**src/rtl/cpld_spi_responder_if.sv**
```systemverilog
// cpld_spi_responder_if: DSP SPI pins plus the CPLD register read/write bus
interface cpld_spi_responder_if #(
  parameter int ADDR_WIDTH = 7,
  parameter int DATA_WIDTH = 8
);
  logic                  spi_clk;
  logic                  spi_mosi;
  logic                  spi_cs_INV;
  logic                  spi_miso;
  logic                  spi_miso_oe;
  logic [ADDR_WIDTH-1:0] rd_addr;
  logic                  rd_req;
  logic [DATA_WIDTH-1:0] rd_data;
  logic                  wr_en;
  logic [ADDR_WIDTH-1:0] wr_addr;
  logic [DATA_WIDTH-1:0] wr_data;
  logic                  frame_err;
  logic                  busy;
  modport slave (
    input  spi_clk, spi_mosi, spi_cs_INV, rd_data,
    output spi_miso, spi_miso_oe, rd_addr, rd_req, wr_en, wr_addr, wr_data, frame_err, busy
  );
  modport master (
    output spi_clk, spi_mosi, spi_cs_INV, rd_data,
    input  spi_miso, spi_miso_oe, rd_addr, rd_req, wr_en, wr_addr, wr_data, frame_err, busy
  );
endinterface

```
**src/rtl/cpld_spi_responder.sv**
```systemverilog
// cpld_spi_responder: oversampled SPI mode-0 slave decoding {R/nW,addr},data frames into register strobes
module cpld_spi_responder #(
  parameter int ADDR_WIDTH = 7,
  parameter int DATA_WIDTH = 8
) (
  input logic                 sysclk,
  input logic                 reset_INV,
  cpld_spi_responder_if.slave bus
);
  localparam int FL = 8 + DATA_WIDTH;
  localparam int CW = $clog2(FL + 1);
  localparam int SW = DATA_WIDTH > 8 ? DATA_WIDTH : 8;
  typedef enum logic [1:0] {IDLE, CMD, DATA, DONE} state_t;
  state_t                state, state_nx;
  logic [2:0]            sclk_s, cs_s;
  logic [1:0]            mosi_s;
  logic [CW-1:0]         cnt;
  logic [SW-2:0]         rx;
  logic [SW-1:0]         rx_nx;
  logic [DATA_WIDTH-1:0] tx;
  logic                  rnw;
  logic                  rise, fall, cs_rise, cs_fall;
  logic                  active, start, cmd_end, last, abort, rd_shift;
  assign rise     = sclk_s[1] & ~sclk_s[2];
  assign fall     = ~sclk_s[1] & sclk_s[2];
  assign cs_rise  = cs_s[1] & ~cs_s[2];
  assign cs_fall  = ~cs_s[1] & cs_s[2];
  assign active   = state == CMD || state == DATA;
  assign start    = state == IDLE && cs_fall;
  assign rx_nx    = {rx, mosi_s[1]};
  assign cmd_end  = state == CMD && rise && cnt == CW'(7);
  assign last     = state == DATA && rise && cnt == CW'(FL - 1);
  // the final edge wins over a simultaneous CS rise, so a complete frame is never an error
  assign abort    = active && cs_rise && !last;
  assign rd_shift = state == DATA && rnw && fall;
  assign bus.busy        = state != IDLE;
  assign bus.spi_miso_oe = state != IDLE;
  always_ff @(posedge sysclk or negedge reset_INV) begin
    if (!reset_INV) begin
      sclk_s <= '0;
      cs_s   <= '0;
      mosi_s <= '0;
    end else begin
      sclk_s <= {sclk_s[1:0], bus.spi_clk};
      cs_s   <= {cs_s[1:0], bus.spi_cs_INV};
      mosi_s <= {mosi_s[0], bus.spi_mosi};
    end
  end
  always_ff @(posedge sysclk or negedge reset_INV) begin
    if (!reset_INV) state <= IDLE;
    else            state <= state_nx;
  end
  always_comb begin
    state_nx = cs_rise ? IDLE : start ? CMD : cmd_end ? DATA : last ? DONE : state;
  end
  always_ff @(posedge sysclk or negedge reset_INV) begin
    if (!reset_INV) begin
      cnt           <= '0;
      rx            <= '0;
      tx            <= '0;
      rnw           <= 1'b0;
      bus.rd_addr   <= '0;
      bus.wr_addr   <= '0;
      bus.wr_data   <= '0;
      bus.rd_req    <= 1'b0;
      bus.wr_en     <= 1'b0;
      bus.frame_err <= 1'b0;
      bus.spi_miso  <= 1'b0;
    end else begin
      cnt           <= start ? '0 : (active && rise && cnt != CW'(FL)) ? cnt + CW'(1) : cnt;
      rx            <= start ? '0 : (active && rise) ? rx_nx[SW-2:0] : rx;
      rnw           <= cmd_end ? rx_nx[7] : rnw;
      bus.rd_addr   <= cmd_end ? ADDR_WIDTH'(rx_nx[6:0]) : bus.rd_addr;
      bus.wr_addr   <= cmd_end ? ADDR_WIDTH'(rx_nx[6:0]) : bus.wr_addr;
      bus.wr_data   <= (last && !rnw) ? rx_nx[DATA_WIDTH-1:0] : bus.wr_data;
      bus.rd_req    <= cmd_end && rx_nx[7];
      bus.wr_en     <= last && !rnw;
      bus.frame_err <= abort;
      // first falling edge of the data byte (no data bit counted yet) loads the read word
      tx            <= !rd_shift ? tx : (cnt == CW'(8)) ? {bus.rd_data[DATA_WIDTH-2:0], 1'b0} : {tx[DATA_WIDTH-2:0], 1'b0};
      bus.spi_miso  <= (state != DATA || !rnw || cs_rise) ? 1'b0 :
                       !fall ? bus.spi_miso :
                       (cnt == CW'(8)) ? bus.rd_data[DATA_WIDTH-1] : tx[DATA_WIDTH-1];
    end
  end
endmodule

```
**src/flat_wrapper.sv**
```systemverilog
// flat-port wrapper written by rule: the top's interface ports become plain ports
module cpld_spi_responder_flat 
#(
  parameter int ADDR_WIDTH = 7,
  parameter int DATA_WIDTH = 8
)
  (sysclk, reset_INV, bus_spi_clk, bus_spi_mosi, bus_spi_cs_INV, bus_rd_data, bus_spi_miso, bus_spi_miso_oe, bus_rd_addr, bus_rd_req, bus_wr_en, bus_wr_addr, bus_wr_data, bus_frame_err, bus_busy);
  cpld_spi_responder_if #(.ADDR_WIDTH(ADDR_WIDTH), .DATA_WIDTH(DATA_WIDTH)) bus_i ();
  input logic sysclk;
  input logic reset_INV;
  input wire logic [$bits(bus_i.spi_clk)-1:0] bus_spi_clk;
  input wire logic [$bits(bus_i.spi_mosi)-1:0] bus_spi_mosi;
  input wire logic [$bits(bus_i.spi_cs_INV)-1:0] bus_spi_cs_INV;
  input wire logic [$bits(bus_i.rd_data)-1:0] bus_rd_data;
  output wire logic [$bits(bus_i.spi_miso)-1:0] bus_spi_miso;
  output wire logic [$bits(bus_i.spi_miso_oe)-1:0] bus_spi_miso_oe;
  output wire logic [$bits(bus_i.rd_addr)-1:0] bus_rd_addr;
  output wire logic [$bits(bus_i.rd_req)-1:0] bus_rd_req;
  output wire logic [$bits(bus_i.wr_en)-1:0] bus_wr_en;
  output wire logic [$bits(bus_i.wr_addr)-1:0] bus_wr_addr;
  output wire logic [$bits(bus_i.wr_data)-1:0] bus_wr_data;
  output wire logic [$bits(bus_i.frame_err)-1:0] bus_frame_err;
  output wire logic [$bits(bus_i.busy)-1:0] bus_busy;
  assign bus_i.spi_clk = bus_spi_clk;
  assign bus_i.spi_mosi = bus_spi_mosi;
  assign bus_i.spi_cs_INV = bus_spi_cs_INV;
  assign bus_i.rd_data = bus_rd_data;
  assign bus_spi_miso = bus_i.spi_miso;
  assign bus_spi_miso_oe = bus_i.spi_miso_oe;
  assign bus_rd_addr = bus_i.rd_addr;
  assign bus_rd_req = bus_i.rd_req;
  assign bus_wr_en = bus_i.wr_en;
  assign bus_wr_addr = bus_i.wr_addr;
  assign bus_wr_data = bus_i.wr_data;
  assign bus_frame_err = bus_i.frame_err;
  assign bus_busy = bus_i.busy;
  cpld_spi_responder #(.ADDR_WIDTH(ADDR_WIDTH), .DATA_WIDTH(DATA_WIDTH)) u_core (.sysclk(sysclk), .reset_INV(reset_INV), .bus(bus_i));
endmodule
```
**config.mk**
```make
export PLATFORM = sky130hd
export DESIGN_NAME = cpld_spi_responder_flat
export DESIGN_NICKNAME = d
export VERILOG_FILES = /design/src/rtl/cpld_spi_responder_if.sv /design/src/rtl/cpld_spi_responder.sv /design/src/flat_wrapper.sv
export SDC_FILE = /design/constraint.sdc
export NUM_CORES = 1
export LEC_CHECK = 0
export ABC_AREA = 1
export CORE_ASPECT_RATIO = 2
export CORE_MARGIN = 8
export CORE_UTILIZATION = 25
export DETAILED_ROUTE_END_ITERATION = 7
export MAX_ROUTING_LAYER = met4
export PLACE_DENSITY = 0.53
export SYNTH_ARGS = -nofsm -noshare
export SYNTH_HDL_FRONTEND = slang
export SYNTH_SLANG_ARGS = --single-unit
```
**constraint.sdc**
```tcl
create_clock -name sysclk -period 1.9 [get_ports sysclk]
set_clock_uncertainty 0.15 [all_clocks]
set_input_delay 0.19 -clock sysclk [delete_from_list [all_inputs] [get_ports sysclk]]
set_output_delay 0.19 -clock sysclk [all_outputs]
set_load 0.01 [all_outputs]
```
# After elaboration in Yosys (flattened, before gate mapping)
# Cells that the tools add are included.
# totals
reg_bits	50
latch_bits	0
mem_bits_rw	0
rom_bits	0
inputBits	13
output_inout_bits	28
elab_cells	66
memories	0
# op_classes
addsub	1
n_mul	0
div	0
order_cmp	0
n_eq_ne	7
shifts	0
n_mux	12
bitwise_logic	8
reduce_logical	24
# op_table
operator	n
7-bit two-way mux	2
1-bit logical AND	13
5-bit by 4-bit equality test with 1-bit output, second input constant	2
5-bit two-way mux	2
2-bit two-way mux	4
8-bit two-way mux	1
2-bit nonzero test	4
5-bit by 1-bit adder with 5-bit output, second input constant	1
5-bit by 3-bit equality test with 1-bit output, second input constant	1
5-bit != test, second input constant	1
1-bit AND	4
1-bit inverter	4
4-bit nonzero test	1
1-bit logical OR	3
1-bit two-way mux	3
2-bit by 1-bit equality test with 1-bit output, second input constant	1
2-bit equality test, second input constant	1
1-bit logical NOT	2
2-bit logical NOT	1
2-bit != test, second input constant	1

# Longest topological paths before layout
# logic_depth
ltp_word	8
ltp_mapped	10
ltp_nobuf	10

# Least setup slack after synthesis
# No wires, ideal clock.
# synth_timing
path_type	register -> register
start	register u_core.cnt[0]
end	register u_core.bus.wr_data[0]
setup_time_ps	123
arrival_time_ps	1460
required_ps	1627
setup_slack_ps	167
stages_incl_launch_ff	9
path_buffers	1
period_less_slack_ps	1733
cell_sequence	dfrtp_1 > ha_1 > nand2_4 > nor2_1 > ha_1 > nand4_1 > clkbuf_2 > o21ai_0 > nand2_1
# synth_between
elab_chain_cells	3
# synth_lines
item	line_no	rtl
start: declaration	cpld_spi_responder.sv:17	logic [CW-1:0] cnt;
start signal: assignment	cpld_spi_responder.sv:70	cnt <= start ? '0 : (active && rise && cnt != CW'(FL)) ? cnt + CW'(1) : cnt;
5-bit by 4-bit equality test with 1-bit output	cpld_spi_responder.sv:32	assign last = state == DATA && rise && cnt == CW'(FL - 1);
1-bit logical AND	cpld_spi_responder.sv:32	
1-bit logical AND	cpld_spi_responder.sv:75	bus.wr_data <= (last && !rnw) ? rx_nx[DATA_WIDTH-1:0] : bus.wr_data;
end signal: assignment	cpld_spi_responder.sv:75	
end: declaration	cpld_spi_responder_if.sv:21	output spi_miso, spi_miso_oe, rd_addr, rd_req, wr_en, wr_addr, wr_data, frame_err, busy
# Every way passes these cells.
# A chain may end at the register's enable or synchronous reset.

# Worst setup path in the final report
# layout_timing
start	register u_core.cnt[1]
end	register u_core.bus.wr_data[2]
# The elaborated chain is that of the path after synthesis.

==> impl_metrics.xml <==
<?xml version="1.0" encoding="UTF-8"?>
<metrics>
  <group name="outcome">
    <metric name="status" unit="">complete, no violations</metric>
  </group>
  <group name="global_route">
    <metric name="grt_first_pass_wirelength" unit="um">9110</metric>
    <metric name="grt_pass1_vias" unit="">1830</metric>
    <metric name="grt_antenna_before_repair" unit="">0</metric>
    <metric name="grt_util_all_layers" unit="">0.0948</metric>
    <metric name="grt.overflow.total" unit="">0</metric>
    <metric name="grt_max_degree" unit="">30</metric>
  </group>
  <group name="critical_path">
    <metric name="critical_path.slowest_cell" unit="">sky130_fd_sc_hd__dfrtp_1</metric>
    <metric name="path_class" unit="">reg2reg</metric>
    <metric name="crit_path_cell_trace" unit="">ha_1 &gt; nand2_4 &gt; nor2_1 &gt; ha_1 &gt; nand4_1 &gt; buf_4 &gt; nor2_4 &gt; nand2_1 &gt; nand2_1</metric>
    <metric name="critical_path.max_fanout" unit="">13</metric>
    <metric name="delay_of_the_slowest_critical_path_stage" unit="ns">0.35</metric>
    <metric name="type_of_destination_of_the_critical_path" unit="">register</metric>
    <metric name="critical_path_data_required_time" unit="ns">1.98</metric>
    <metric name="critical_path_arrival" unit="ns">1.84</metric>
    <metric name="critical_path_startpoint_category" unit="">register</metric>
  </group>
  <group name="logic_synthesis">
    <metric name="yosys.cell_types.count" unit="">29</metric>
    <metric name="synth_sequential_area_ratio" unit="">0.546</metric>
    <metric name="ys.warnings.count" unit="">0</metric>
    <metric name="syn_nets" unit="">264</metric>
    <metric name="syn-mean-instance-area" unit="um2">9.17</metric>
    <metric name="ys_seq_elements" unit="">49</metric>
    <metric name="syn_inst" unit="">245</metric>
    <metric name="synth_area" unit="mm2">0.00225</metric>
  </group>
  <group name="cts">
    <metric name="tritoncts" unit="">done</metric>
    <metric name="post-cts-setup-buffers" unit="">0</metric>
    <metric name="clk_pin_slew" unit="ns">0.07</metric>
    <metric name="cts_sinks" unit="">49</metric>
    <metric name="clk_latency" unit="ns">0.29</metric>
    <metric name="clockRootBuffer" unit="">sky130_fd_sc_hd__clkbuf_16</metric>
    <metric name="clock_tree.buffer_depth" unit="">2</metric>
    <metric name="htreeDepth" unit="">2</metric>
    <metric name="number_of_buffers_added_by_the_clock_tree_synthesis_step" unit="">5</metric>
  </group>
  <group name="route">
    <metric name="initialDrtViolationCount" unit="">85</metric>
    <metric name="dr_vias" unit="">1678</metric>
    <metric name="routed_wirelength" unit="um">5400</metric>
    <metric name="ant_nets" unit="">0</metric>
    <metric name="avgRoutedWirePerCell" unit="um">13.7</metric>
    <metric name="drc" unit="">0</metric>
    <metric name="drt_pass1_iterations" unit="">4</metric>
    <metric name="vias_per_cell" unit="">4.26</metric>
  </group>
  <group name="power_and_ir_drop">
    <metric name="powerDensity" unit="mW/mm2">823</metric>
    <metric name="power.leakage" unit="nW">1.50</metric>
    <metric name="fin_total_pwr" unit="W">0.00241</metric>
    <metric name="worst_vdd_ir" unit="mV">0.677</metric>
  </group>
  <group name="timing">
    <metric name="worst_hold_slack" unit="ns">0.186</metric>
    <metric name="worst_slew_margin_rel" unit="">0.575</metric>
    <metric name="fin_ws" unit="ns">0.138</metric>
    <metric name="max_freq" unit="MHz">568</metric>
    <metric name="post-route-min-period" unit="ns">1.76</metric>
    <metric name="finalHoldViolations" unit="">0</metric>
    <metric name="timing_max_transition_violations_final" unit="">0</metric>
    <metric name="max_slew.worst_pin.slew" unit="ns">0.638</metric>
    <metric name="period_share" unit="">0.927</metric>
    <metric name="setup_repair_after_global_routing_missed_its_margin" unit="">no</metric>
    <metric name="fin_tns_setup" unit="ns">0</metric>
    <metric name="setup_viol_count_final" unit="">0</metric>
  </group>
  <group name="floorplan">
    <metric name="floorplan.initialDensity" unit="">0.253</metric>
    <metric name="die_span_x" unit="um">83.0</metric>
    <metric name="die-area" unit="mm2">0.0125</metric>
    <metric name="fp.dieH" unit="um">150</metric>
    <metric name="design.core.area" unit="mm2">0.00889</metric>
    <metric name="number_of_placement_rows" unit="">49</metric>
    <metric name="ioPinCount" unit="">41</metric>
  </group>
  <group name="cells_and_area">
    <metric name="area_growth" unit="%">30.2</metric>
    <metric name="commonest_non_fill_non_tap_cells_in_the_layout" unit="">79 x sky130_fd_sc_hd__nand2_1, 49 x sky130_fd_sc_hd__dfrtp_1, 37 x sky130_fd_sc_hd__clkdlybuf4s50_1</metric>
    <metric name="layout.cells.most_common" unit="">sky130_fd_sc_hd__nand2_1</metric>
    <metric name="finalNetCount" unit="">310</metric>
    <metric name="antennaDiodeCount" unit="">0</metric>
    <metric name="proportion_of_layout_cells_with_a_drive_suffix_above_1" unit="">0.137</metric>
  </group>
  <group name="hold_path">
    <metric name="hp-class" unit="">in2reg</metric>
  </group>
  <group name="placement">
    <metric name="place_hpwl" unit="um">4280</metric>
    <metric name="port_buffers" unit="">40</metric>
    <metric name="globalplace.congestion" unit="">0.757</metric>
    <metric name="place_worst_setup_slack" unit="ns">0.0269</metric>
  </group>
  <group name="run">
    <metric name="max-cap-violations" unit="">0</metric>
  </group>
</metrics>
what timing repair did:
item                                    4_1_cts  5_1_grt
hold endpoints to repair                     27        0
gates resized for setup                       1        2
hold buffers                                  1        0
endpoints found under the setup margin        2        9
worst max-delay path, delay by kind of cell, from the launching register on:
kind                       cells  cell delay, ns
adders and majority gates      2            0.39
DFF                            1            0.35
and+or+nand+nor                6            0.62
buffers and inverters          1            0.19
cell families after synthesis:
logic type                 after synthesis  share of synthesized area
and+or+nand+nor                        122                      0.252
AOI/OAI and AO/OA                       25                     0.0718
adders and majority gates                6                     0.0334
buffers and inverters                   42                     0.0930
xor gates and xnor gates                 1                    0.00390
DFF                                     49                      0.546
routing by layer:
metal,routed length (um),track usage,vias to the layer above
met5,0,-,-
met4,180,0.0602,0
met3,125,0.0153,9
met2,3150,0.183,25
met1,1940,0.0815,792
li1,-,-,852
flip-flops by register name (all words and copies together), names as in the netlist:
register / flops
u_core.tx: 7
u_core.bus.frame_err: 1
u_core.mosi_s: 2
u_core.bus.wr_data: 8
u_core.cnt: 5
u_core.rx: 7
u_core.bus.wr_en: 1
u_core.state: 2
u_core.bus.wr_addr: 7
u_core.rnw: 1
u_core.sclk_s: 3
u_core.cs_s: 3
u_core.bus.rd_req: 1
u_core.bus.spi_miso: 1
area by class of cell:
cell class | instances | area, um2
Inverter | 29 | 110
Tap cell | 102 | 128
Fill cell | 924 | 5960
Multi-Input combinational cell | 154 | 817
Clock inverter | 2 | 17.5
Timing Repair Buffer | 52 | 489
Sequential cell | 49 | 1230
Clock buffer | 6 | 139
stage by stage:
step | instances | utilization | cell area (um2)
2_1_floorplan | 245 | - | 2250
3_3_place_gp | 385 | 0.310 | 2750
3_5_place_dp | 385 | 0.310 | 2750
4_1_cts | 394 | 0.328 | 2920
5_1_grt | 394 | 0.329 | 2930
6_report | 394 | 0.329 | 2930
cells in the mapped netlist (all sizes together):
library cell	n	area, um2
nand2	82	325
dfrtp	49	1230
inv	28	105
nand3	17	95.1
o21ai	17	111
nor2	14	81.3
buf	11	90.1
ha	6	75.1
o22ai	6	37.5
nand4	5	31.3
clkbuf	2	8.75
nor3	2	21.3
a21boi	1	7.51
a21oi	1	5.00
and3	1	6.26
clkinv	1	5.00
or2	1	6.26
xor2	1	8.76
path summary, 6_finish.rpt:
path / slack [ns] / cells past startpoint / to / from
max reg2reg: 0.14 / 9 / u_core.bus.wr_data[2] / u_core.cnt[1]
max: 0.14 / 9 / u_core.bus.wr_data[2] / u_core.cnt[1]
min: 0.19 / 1 / u_core.sclk_s[0] / bus_spi_clk
max in group asynchronous: 0.67 / 3 / u_core.bus.spi_miso / reset_INV
min in group asynchronous: 0.31 / 2 / u_core.bus.rd_req / reset_INV
min reg2reg: 0.20 / 0 / u_core.sclk_s[1] / u_core.sclk_s[0]
report_power, final:
part	switching, W	total, W	internal, W	leakage, nW
Sequential	0.0000380	0.00113	0.00109	0.624
Combinational	0.000197	0.000339	0.000141	0.794
Clock	0.000410	0.000941	0.000532	0.0775
Total	0.000645	0.00241	0.00176	1.50
No activity file was read; power rests on OpenSTA's default activity.
